`src/rtl/booth_mult_pkg.sv`:
```
// Shared types for the sequential radix-4 Booth multiplier: FSM states,
// partial-product selections and the Booth triplet decoder.
package booth_mult_pkg;

    typedef enum logic [1:0] {
        IDLE,
        CALC,
        DONE
    } state_t;

    typedef enum logic [2:0] {
        ZERO,
        PM,
        P2M,
        NM,
        N2M
    } sel_t;

    // Triplet is {b[2i+1], b[2i], b[2i-1]}; digit value = -2*t[2] + t[1] + t[0].
    function automatic sel_t booth_decode(input logic [2:0] t);
        sel_t s;
        case (t)
            3'b001, 3'b010: s = PM;
            3'b011:         s = P2M;
            3'b100:         s = N2M;
            3'b101, 3'b110: s = NM;
            default:        s = ZERO;
        endcase
        return s;
    endfunction

endpackage

```
`src/rtl/brent_kung_adder.sv`:
```
// Combinational W-bit adder (a + b + cin) built on a Brent-Kung prefix tree.
// Works for any W >= 2, not only powers of two.
module brent_kung_adder #(
    parameter int W = 8
) (
    input  logic [W-1:0] a,
    input  logic [W-1:0] b,
    input  logic         cin,
    output logic [W-1:0] sum
);

    localparam int L = $clog2(W);

    logic [W-1:0] p0;
    logic [W-1:0] g;
    logic [W-1:0] p;

    always_comb begin
        p0 = a ^ b;
        g  = a & b;
        p  = p0;
        // Fold cin into bit 0 so every group generate already includes it.
        g[0] = g[0] | (p0[0] & cin);
        for (int d = 0; d < L; d++) begin
            for (int i = 0; i < W; i++) begin
                if (((i + 1) % (1 << (d + 1))) == 0) begin
                    g[i] = g[i] | (p[i] & g[i - (1 << d)]);
                    p[i] = p[i] & p[i - (1 << d)];
                end
            end
        end
        for (int d = L - 2; d >= 0; d--) begin
            for (int i = 0; i < W; i++) begin
                if ((((i + 1) % (1 << (d + 1))) == (1 << d)) && (i >= (1 << (d + 1)))) begin
                    g[i] = g[i] | (p[i] & g[i - (1 << d)]);
                    p[i] = p[i] & p[i - (1 << d)];
                end
            end
        end
        sum = p0 ^ {g[W-2:0], cin};
    end

endmodule

```
`src/rtl/booth_radix4_seq_mult.sv`:
```
// Iterative radix-4 Booth multiplier: one Booth digit per clock, WIDTH/2+1 clocks
// per product, valid/ready on both sides, no overlap between consecutive products.
module booth_radix4_seq_mult
    import booth_mult_pkg::*;
#(
    parameter int WIDTH = 8
) (
    input  logic                 clk,
    input  logic                 rst_n,
    input  logic                 in_valid,
    output logic                 in_ready,
    input  logic [WIDTH-1:0]     a,
    input  logic [WIDTH-1:0]     b,
    input  logic                 signed_mode,
    output logic                 out_valid,
    input  logic                 out_ready,
    output logic [2*WIDTH-1:0]   product,
    output logic                 busy
);

    localparam int NITER = WIDTH / 2 + 1;
    localparam int EW    = WIDTH + 2;
    localparam int AW    = 2 * WIDTH + 2;
    localparam int CW    = $clog2(NITER + 1);

    state_t          state;
    state_t          state_nxt;
    logic [CW-1:0]   cnt;
    logic [EW-1:0]   mcand;
    logic [EW:0]     mplier;
    logic [AW-1:0]   acc;
    logic            last;

    logic [EW-1:0]   a_ext;
    logic [EW-1:0]   b_ext;
    sel_t            sel;
    logic [AW-1:0]   m_ext;
    logic [AW-1:0]   mult;
    logic [AW-1:0]   shifted;
    logic [AW-1:0]   addend;
    logic            cin;
    logic [AW-1:0]   sum;

    assign last  = (cnt == CW'(NITER - 1));
    assign a_ext = signed_mode ? {{2{a[WIDTH-1]}}, a} : {2'b00, a};
    assign b_ext = signed_mode ? {{2{b[WIDTH-1]}}, b} : {2'b00, b};

    always_ff @(posedge clk or negedge rst_n) begin
        if (!rst_n) begin
            state <= IDLE;
        end else begin
            state <= state_nxt;
        end
    end

    always_comb begin
        state_nxt = state;
        in_ready  = 1'b0;
        out_valid = 1'b0;
        busy      = 1'b0;
        case (state)
            IDLE: begin
                in_ready = 1'b1;
                if (in_valid) state_nxt = CALC;
            end
            CALC: begin
                busy = 1'b1;
                if (last) state_nxt = DONE;
            end
            DONE: begin
                busy      = 1'b1;
                out_valid = 1'b1;
                if (out_ready) state_nxt = IDLE;
            end
            default: state_nxt = IDLE;
        endcase
    end

    // The accumulator is never shifted; the selected multiple is shifted left
    // by 2*cnt instead, so the full-width adder sees the aligned partial product.
    always_comb begin
        sel     = booth_decode(mplier[2:0]);
        m_ext   = {{(AW - EW){mcand[EW-1]}}, mcand};
        mult    = ((sel == P2M) || (sel == N2M)) ? (m_ext << 1) : m_ext;
        shifted = mult << {cnt, 1'b0};
        addend  = '0;
        cin     = 1'b0;
        case (sel)
            PM, P2M: addend = shifted;
            NM, N2M: begin
                addend = ~shifted;
                cin    = 1'b1;
            end
            default: addend = '0;
        endcase
    end

    brent_kung_adder #(
        .W (AW)
    ) u_adder (
        .a   (acc),
        .b   (addend),
        .cin (cin),
        .sum (sum)
    );

    always_ff @(posedge clk or negedge rst_n) begin
        if (!rst_n) begin
            cnt     <= '0;
            mcand   <= '0;
            mplier  <= '0;
            acc     <= '0;
            product <= '0;
        end else begin
            case (state)
                IDLE: begin
                    if (in_valid) begin
                        mcand  <= a_ext;
                        mplier <= {b_ext, 1'b0};
                        acc    <= '0;
                        cnt    <= '0;
                    end
                end
                CALC: begin
                    acc    <= sum;
                    mplier <= {{2{mplier[EW]}}, mplier[EW:2]};
                    cnt    <= cnt + 1'b1;
                    if (last) product <= sum[2*WIDTH-1:0];
                end
                default: ;
            endcase
        end
    end

endmodule
```
`config.mk`:
```
export PLATFORM = sky130hd
export DESIGN_NAME = booth_radix4_seq_mult
export DESIGN_NICKNAME = d
export VERILOG_FILES = /design/src/rtl/booth_mult_pkg.sv /design/src/rtl/brent_kung_adder.sv /design/src/rtl/booth_radix4_seq_mult.sv
export SDC_FILE = /design/constraint.sdc
export NUM_CORES = 1
export LEC_CHECK = 0
export BUFFER_PORTS_ARGS = -buffer_cell sky130_fd_sc_hd__buf_2
export CAP_MARGIN = 25
export CORE_UTILIZATION = 30
export DETAILED_ROUTE_END_ITERATION = 10
export SLEW_MARGIN = 30
export SYNTH_ARGS = -nofsm -noshare
export SYNTH_HDL_FRONTEND = slang
export SYNTH_SLANG_ARGS = --single-unit
```
`constraint.sdc`:
```
create_clock -name clk -period 4.8 [get_ports clk]
set_input_delay 0.24 -clock clk [delete_from_list [all_inputs] [get_ports clk]]
set_output_delay 0.24 -clock clk [all_outputs]
set_load 0.005 [all_outputs]
```
==> metrics.md <==
| Metric | Value |
|---|---|
| EDFF count, synth | `0` |
| Critical-path top delay cell | `dfrtp_1` |
| Residual DRC | `0` |
| Worst Path Max Fanout | `10` |
| Io pins | `40` |
| Core area | `12200 sq um` |
| Setup-failing EPs final | `0` |
| # clock sinks | `57` |
| Asr flop ratio synth | `100%` |
| Endpoint arrival time on the critical path | `about 4800 ps` |
| CP max stage delay | `about 460 ps` |
| CP Cell Sequence | `and3b_1 > a21oi_4 > mux2i_1 > o21ai_1 > and3_1 > nor2_1 > a21o_1 > ha_1 > a21o_1 > a21o_1 > a21o_1 > a21oi_1 > o21ai_2 > nand2_1 > a31o_2 > fa_1 > or3_1 > a211oi_1 > nor3b_1 > a31oi_1` |
| Yosys cell types | `60` |
| Final hold violation count | `0` |
| Worst-Skew Late Latency | `340 ps` |
| Post-DR vias/cell | `roughly 5.2` |
| Syn. warnings | `0` |
| Fillers | `1279` |
| Initial Util | `between 30 and 40%` |
| Vias in the first global route | `approximately 3200` |
| Crit path launch type | `flop` |
| Layout net count | `~500` |
| TritonCTS clock tree | `yes` |
| Ratio of final minimum period to clock period | `between 90 and 100%` |
| Initial antenna violation count | `0` |
| Layout cells sized above 1 | `around 21%` |
| Final antenna-violating net count | `0` |
| Slew @ Worst Pin | `835 ps` |
| Status | `completed` |
| DRT Wirelength | `roughly 9600 microns` |
| Dpl hpwl | `roughly 7000 microns` |
| Syn Inst Count | `slightly above 400` |
| CTS Hold Bufs | `0` |
| Most frequent CP cell | `a21o_1` |
| Number of diodes | `0` |
| Seq. cell area | `about 1400 sq um` |
| H-tree levels | `3` |
| GR Layer Usage met2 | `24.6%` |
| 1st-pass router iterations | `4` |
| R2R setup slack | `about 210 ps` |
| Finished Layout Cells | `621` |
| Met3 Usage GRT | `4.96%` |
| Overall via count from detail_route | `around 3200` |
| Chip width | `approximately 110 microns` |
| Largest net degree at the start of global routing | `slightly below 60` |
| Inst Count DP | `about 600` |
| Area of the multi-input gates | `about 2200 sq um` |
| Synthesized flop and latch total | `57` |
| DR WL/cell | `roughly 15 microns` |
| Worst EP required | `between 5000 and 6000 ps` |
| DR iter-0 viols | `between 150 and 200` |
| CP endpoint kind | `flop` |
| Num CTS Buffers | `9` |
| Overflow after GRT | `0` |
| Die Area | `approximately 13000 sq um` |
| Post-synth top flop | `dfrtp_1` |
| Row Count | `40` |
| Final Critical Period | `between 4000 and 5000 ps` |
| CTS clk-pin slew, worst paths | `~50 ps` |
| Port Buffers | `39` |
| Final Max Tran Viols | `0` |
| RePlAce Congestion | `between 0.8 and 0.9` |
| CP Class | `reg2reg` |
| Register area share after synthesis | `37.3%` |
| P&R area growth vs syn | `18.5%` |
| Mean Syn Cell Area | `9.33 sq um` |
| Global Route met1 Usage | `between 10% and 20%` |
| Total GRT Usage | `15.7%` |
| Gr busiest metal | `met2` |
| Util after Layout | `between 30% and 40%` |
| Syn nets | `about 460` |
| Fin Clk Skew | `5.42 ps` |
| MaxCap Viol Count | `0` |
| Root Buffer | `clkbuf_16` |
| Longest Clk Path Bufs | `2` |
| Global-route wire length before repair | `roughly 16000 microns` |
| Die Y | `between 100 and 150 microns` |
| Achievable Freq | `~220 MHz` |
| Worst hold-check path type | `in2async` |
| Synthesized area | `~3800 sq um` |
| Rel. slew slack | `approximately 44%` |
==> cell families after synthesis <==
group	share of synthesized area, %
AO/OA/AOI/OAI	22.4
XOR/XNOR	2.06
AND/OR/NAND/NOR	12.9
multiplexers	10.0
flip-flops	37.3
adder cells (fa/ha/maj)	10.3
buffers and inverters	5.07
==> worst max-delay path, delay by kind of cell, from the launching register on <==
family / cells / cell delay, ps
AOI/OAI and AO/OA: 11 / 2000
adders and majority gates: 2 / 660
DFF: 1 / 460
muxes: 1 / 140
and+or+nand+nor: 6 / 1220
==> worst paths after layout <==
| path | startpoint | to | depth (start not counted) |
|---|---|---|---|
| max reg2reg | mplier[1] | acc[15] | 20 |
| min reg2reg | product[0] | product[0] | 2 |
| max in group asynchronous | rst_n | mplier[1] | 2 |
| max | mplier[1] | acc[15] | 20 |
| min in group clk | a[5] | mcand[5] | 2 |
| min | rst_n | mcand[5] | 2 |
==> final cells by class <==
type	count	area share (%)
well taps	168	4.63
clock buffers	14	6.26
repair buffers	54	6.79
flip-flops and latches	57	31.4
multi-input cells	306	49.0
inverters	20	1.66
clock inverters	2	0.221
==> sequential cells by signal, summed over array words and instances (netlist names) <==
name / count
cnt: 3
mplier: 11
product: 16
acc: 16
mcand: 9
state: 2
==> cells in the mapped netlist, drive strengths merged (9+ instances only) <==
| cell | instances | area [sq um] |
|---|---|---|
| a21oi | 25 | 133 |
| clkbuf | 21 | 78.8 |
| dfrtp | 57 | 1430 |
| fa | 9 | 180 |
| ha | 17 | 213 |
| inv | 19 | 71.3 |
| mux2 | 13 | 150 |
| mux2i | 21 | 210 |
| nand2 | 49 | 184 |
| nor2 | 20 | 77.6 |
| o21ai | 56 | 280 |
| o22ai | 12 | 75.1 |
==> placed cells by master (no fill, tap or decap), types with 3 or more instances in the layout <==
master,count
xnor2_1,6
xor2_1,3
a22o_1,6
o32a_1,3
nand2_1,49
mux2i_1,21
o22ai_1,12
inv_1,18
ha_1,17
nand3_1,4
clkbuf_16,9
a21o_1,8
nor2_1,19
nor3b_1,3
and3_1,5
a21oi_1,23
fa_1,9
o31ai_1,5
o21ai_0,52
or3_1,4
clkbuf_8,4
o21ai_1,3
nor3_1,4
mux2_2,12
dfrtp_1,57
buf_2,39
buf_4,15
==> through the flow <==
stage / hold slack [ps] / TNS, ps / worst slack, ps / cell area (sq um)
finish: 32.8 / 0 / 215 / 4540
global route: 116 / -8.01 / -8.01 / 4540
CTS: 80.4 / 0 / 18.4 / 4500
detailed placement: 450 / -58.4 / -58.4 / 4200
global placement: 435 / 0 / 222 / 4200
floorplan: -55.6 / 0 / 415 / 3830
==> metal layers <==
metal	vias up	part of all wire, %
met1	1591	44
li1	1547	-
met2	80	48
met5	-	0
met4	0	2.1
met3	18	5.3
==> what timing repair did <==
item	CTS	global route
resized for setup	1	3
buffers inserted	0	3
endpoints found under the setup margin	1	2
pin swaps	0	0
Power is left out: the tool's default activity adds up to more than one toggle a clock period on the data nets, which glitch-free logic cannot reach.
